**src/rtl/dpcm_decoder.sv**
```systemverilog
// DPCM decoder: accumulates modulo differences (or reloads on resync) into a
// predictor and buffers each reconstructed sample in a 2-entry output FIFO.
module dpcm_decoder #(
    parameter int WIDTH = 4,
    parameter int CNT_W = 16
) (
    input  logic             clock,
    input  logic             reset,
    input  logic             in_valid,
    output logic             in_ready,
    input  logic [WIDTH-1:0] diff,
    input  logic             resync,
    output logic             out_valid,
    input  logic             out_ready,
    output logic [WIDTH-1:0] sample,
    output logic [CNT_W-1:0] sample_count,
    output logic [1:0]       fifo_state_o
);

    typedef enum logic [1:0] {
        EMPTY = 2'd0,
        ONE   = 2'd1,
        FULL  = 2'd2
    } state_e;

    state_e           state_q, state_d;
    logic [WIDTH-1:0] pred_q, pred_d;
    logic [WIDTH-1:0] head_q, head_d;
    logic [WIDTH-1:0] tail_q, tail_d;
    logic [CNT_W-1:0] cnt_q, cnt_d;

    logic             push;
    logic             pop;
    logic [WIDTH-1:0] pred_next;

    // Handshakes: a transfer happens at a rising edge where valid and ready are
    // both 1; ready/valid here come from registered state only, so there is no
    // combinational path from out_ready to in_ready.
    assign in_ready     = (state_q != FULL);
    assign out_valid    = (state_q != EMPTY);
    assign push         = in_valid && in_ready;
    assign pop          = out_valid && out_ready;
    assign pred_next    = resync ? diff : WIDTH'(pred_q + diff);
    assign sample       = head_q;
    assign sample_count = cnt_q;
    assign fifo_state_o = state_q;

    always_comb begin
        state_d = state_q;
        pred_d  = pred_q;
        head_d  = head_q;
        tail_d  = tail_q;
        cnt_d   = cnt_q;
        if (push) pred_d = pred_next;
        if (pop)  cnt_d  = cnt_q + CNT_W'(1);
        case (state_q)
            EMPTY: begin
                if (push) begin
                    head_d  = pred_next;
                    state_d = ONE;
                end
            end
            ONE: begin
                // Push and pop together replace the head in place.
                if (push && pop) begin
                    head_d = pred_next;
                end else if (push) begin
                    tail_d  = pred_next;
                    state_d = FULL;
                end else if (pop) begin
                    state_d = EMPTY;
                end
            end
            FULL: begin
                if (pop) begin
                    head_d  = tail_q;
                    state_d = ONE;
                end
            end
            default: state_d = EMPTY;
        endcase
    end

    always_ff @(posedge clock or negedge reset) begin
        if (!reset) begin
            state_q <= EMPTY;
            pred_q  <= '0;
            head_q  <= '0;
            tail_q  <= '0;
            cnt_q   <= '0;
        end else begin
            state_q <= state_d;
            pred_q  <= pred_d;
            head_q  <= head_d;
            tail_q  <= tail_d;
            cnt_q   <= cnt_d;
        end
    end

endmodule

```
**config.mk**
```make
export PLATFORM = sky130hd
export DESIGN_NAME = dpcm_decoder
export DESIGN_NICKNAME = d
export VERILOG_FILES = /design/src/rtl/dpcm_decoder.sv
export SDC_FILE = /design/constraint.sdc
export NUM_CORES = 1
export LEC_CHECK = 0
export ABC_CLOCK_PERIOD_IN_PS = 1950
export BUFFER_PORTS_ARGS = -buffer_cell sky130_fd_sc_hd__clkbuf_2
export CAP_MARGIN = 20
export CELL_PAD_IN_SITES_DETAIL_PLACEMENT = 1
export CELL_PAD_IN_SITES_GLOBAL_PLACEMENT = 1
export CORE_MARGIN = 2
export CORE_UTILIZATION = 40
export DETAILED_ROUTE_END_ITERATION = 7
export PLACE_DENSITY = 0.88
export SLEW_MARGIN = 10
export SYNTH_ARGS = -nofsm -noshare
export SYNTH_HDL_FRONTEND = slang
export SYNTH_SLANG_ARGS = --single-unit
```
**constraint.sdc**
```tcl
create_clock -name clock -period 1.95 [get_ports clock]
set_input_delay 0.195 -clock clock [delete_from_list [all_inputs] [get_ports clock]]
set_output_delay 0.195 -clock clock [all_outputs]
set_load 0.005 [all_outputs]
```
==> run summary <==
YOSYS
----------------------------------------------------------------------------------------
Dominant cells by area after synthesis                                      sky130_fd_sc_hd__dfrtp_1, sky130_fd_sc_hd__xnor2_1, sky130_fd_sc_hd__xor2_1
Number of synthesis warnings                                                           0
Synth Net Count                                                                      158
Mapped Cells                                                                         144
Total of flip-flops plus latches after synthesis                                      30
Top cell type's share of synthesized area                                         0.5111
Yosys top cell by area                                                      sky130_fd_sc_hd__dfrtp_1
Sequential element share of the synthesized area                                  0.5111
Distinct cell type count after synthesis                                              29
Post-Synthesis Mean Instance Area                                              10.20 µm²
Cell Area, Synth                                                                1469 µm²

FLOORPLANNING
----------------------------------------------------------------------------------------
Number of ports placed on the die boundary                                            33
Core box area                                                                   3606 µm²
Initial standard-cell utilization of the core                                     0.4074
Total die area                                                                  4173 µm²
Chip width                                                                      64.60 µm
Die Height                                                                      64.60 µm
Std cell rows                                                                         22

STA
----------------------------------------------------------------------------------------
Least setup slack across all paths after layout                                0.1637 ns
Max Clock Freq                                                                0.5598 GHz
Crit share post-route                                                             0.9161
Tightest slew margin relative to the limit                                        0.5053
Slew of the pin with the lowest slew margin                                    0.7421 ns
Final critical-path required period                                             1.786 ns
RSZ-0062 raised after global routing                                               false
Worst Clk Skew                                                               0.005569 ns
Number of max-slew violations in the final report                                      0
Final count of hold timing violations                                                  0
Final number of setup-violating endpoints                                              0
Setup TNS                                                                           0 ns

ROUTE
----------------------------------------------------------------------------------------
Mean number of vias per cell                                                       5.103
Via count                                                                          1,184
Number of detailed-route iterations in the first pass                                  2
Detailed-route DRC error count                                                         0
Final WL                                                                         3402 µm
Antenna Violating Nets Remaining                                                       0
Per-cell routed wire length                                                     14.66 µm
Drt initial violations                                                                34

GLOBAL ROUTE
----------------------------------------------------------------------------------------
Maximum number of pins on one net before global-route repair                          31
Vias in the first global route                                                     1,211
Overall overflow remaining after global route                                          0
Overall track demand over capacity in global routing                              0.1909
Number of antenna violations at the first check in global routing                      0
Global-route wire length before repair                                           5865 µm

PLACE
----------------------------------------------------------------------------------------
Worst slack at placement                                                       0.1041 ns
Cell Area, Placed                                                               1688 µm²
Inst Count DP                                                                        223
Port Buffer Count                                                                     32
Total half-perimeter wirelength after legalization and detailed placement        2573 µm
Final weighted congestion of routability-driven global placement                  0.7486

SETUP PATH
----------------------------------------------------------------------------------------
Critical setup path kind                                                      reg -> reg
Critical path fanouts, max                                                             3
Nature of the critical path startpoint                                         flip-flop
Data required, critical path                                                     2.13 ns
Arrival time worst endpoint                                                      1.96 ns
Kind of end point of the critical path                                         flip-flop

FINISH
----------------------------------------------------------------------------------------
Final Util                                                                        0.4972
Number of diodes                                                                       0
Most common cell after layout, fill and taps aside                          sky130_fd_sc_hd__clkbuf_2
Synth-to-Final Area Change                                                        22.06%
Final-layout fill cell count                                                         433
Non-Filler Instances                                                                 232
Commonest non-fill, non-tap cells in the layout                             sky130_fd_sc_hd__clkbuf_2, sky130_fd_sc_hd__dfrtp_1, sky130_fd_sc_hd__nor2_1, sky130_fd_sc_hd__nand2_1, sky130_fd_sc_hd__a21oi_1
Nets                                                                                 197
Fraction of layout instances using a drive strength above 1                       0.2609
Area of all placed cells without fillers                                        1793 µm²

CLOCK TREE
----------------------------------------------------------------------------------------
H-tree levels                                                                          2
Library cell used as clock root buffer                                      sky130_fd_sc_hd__clkbuf_8
Clock buffers created by TritonCTS                                                     5
Worst-case clock buffer depth                                                          2
Number of clock sinks                                                                 30
Clock tree from TritonCTS                                                          built
Clock-pin slew on the worst setup and hold paths                                 0.07 ns
Clock latency of the later-clocked register in the worst-skew pair               0.29 ns

POWER
----------------------------------------------------------------------------------------
Pwr Density                                                                  1152 nW/µm²
Pleak                                                                       0.0009024 µW
VDD IR-drop max                                                                0.7527 mV

RUN
----------------------------------------------------------------------------------------
Number of max-capacitance violations reported                                          0

WORST HOLD PATH
----------------------------------------------------------------------------------------
Hold Path Class                                                                in -> reg

OUTCOME
----------------------------------------------------------------------------------------
Status                                                                         completed

timing repair:
item	in CTS	in global routing
resized for setup	0	1
hold buffers	1	0
buffers inserted	0	0
setup endpoints to repair	0	1
hold endpoints to repair	30	0
Yosys cell counts (all sizes together):
library cell,instances
nand2,17
nor2b,2
nand2b,2
dfrtp,30
nand3,6
o22ai,1
o211a,1
nor2,17
buf,1
inv,5
fa,1
clkbuf,1
nand3b,1
o311a,1
and2,2
o21bai,2
mux2i,3
nand4,3
xnor2,9
or2,2
o21ai,4
xor2,8
ha,4
mux2,4
and3,2
o221ai,1
a21oi,13
nor3b,1
layer usage:
metal,wire length (µm),vias up,global-route usage
li1,-,567,-
met1,1393,584,0.2124
met2,1782,27,0.3385
met3,159,6,0.05729
met4,66,0,0.07979
met5,0,-,0
state kept, by name (all words and copies together) (netlist names):
register and count:
sample_count 16, pred_q 4, sample 4, tail_q 4
fifo_state_o 2
power by group:
| part | internal [µW] | leakage, µW | switching [µW] |
|---|---|---|---|
| Clock | 284 | 0.0000482 | 238 |
| Combinational | 293 | 0.000482 | 289 |
| Sequential | 797 | 0.000372 | 164 |
final cells by class:
type                            count  area (µm²)  area share
Clock buffer                        7       86.33     0.04815
Clock inverter                      1       5.005    0.002791
Inverter                            5       18.77     0.01047
Multi-Input combinational cell    107       694.4      0.3873
Sequential cell                    30       750.7      0.4187
Tap cell                           48       60.06     0.03350
Timing Repair Buffer               34       177.7     0.09909
worst paths after layout:
kind,from,end,slack [ns],cells after the start
hold / removal,out_ready,fifo_state_o[1]$_DFFE_PN0P_,0.15,2
max in group asynchronous,reset,sample_count[6]$_DFFE_PN0P_,0.96,2
min in group asynchronous,reset,pred_q[3]$_DFFE_PN0P_,0.51,2
hold reg to reg,sample_count[15]$_DFFE_PN0P_,sample_count[15]$_DFFE_PN0P_,0.47,1
setup / recovery,pred_q[0]$_DFFE_PN0P_,sample[2]$_DFFE_PN0P_,0.16,8
setup reg to reg,pred_q[0]$_DFFE_PN0P_,sample[2]$_DFFE_PN0P_,0.16,8
logic make-up after synthesis:
logic type,Yosys count,share of synthesized area
buffers and inverters,7,0.01873
DFF,30,0.5111
AOI/OAI and AO/OA,23,0.09199
adders and majority gates,5,0.04770
xor gates and xnor gates,17,0.1014
and+or+nand+nor,55,0.1780
muxes,7,0.05111
per-stage QoR:
stage	power, µW	hold WS [ns]
floorplan	1297	-0.1006
global placement	1492	0.2820
detailed placement	1562	0.2866
CTS	2107	0.1396
global route	2229	0.1637
finish	2065	0.1515
worst max-delay path: stages, from the launching register on:
cell	delay (ns)
sky130_fd_sc_hd__dfrtp_1	0.35
sky130_fd_sc_hd__ha_1	0.17
sky130_fd_sc_hd__inv_1	0.06
sky130_fd_sc_hd__fa_1	0.37
sky130_fd_sc_hd__xor2_1	0.15
sky130_fd_sc_hd__nor2_1	0.07
sky130_fd_sc_hd__a21oi_2	0.15
sky130_fd_sc_hd__a21oi_1	0.09
sky130_fd_sc_hd__mux2_2	0.27
Power figures use the tool's default switching activity.
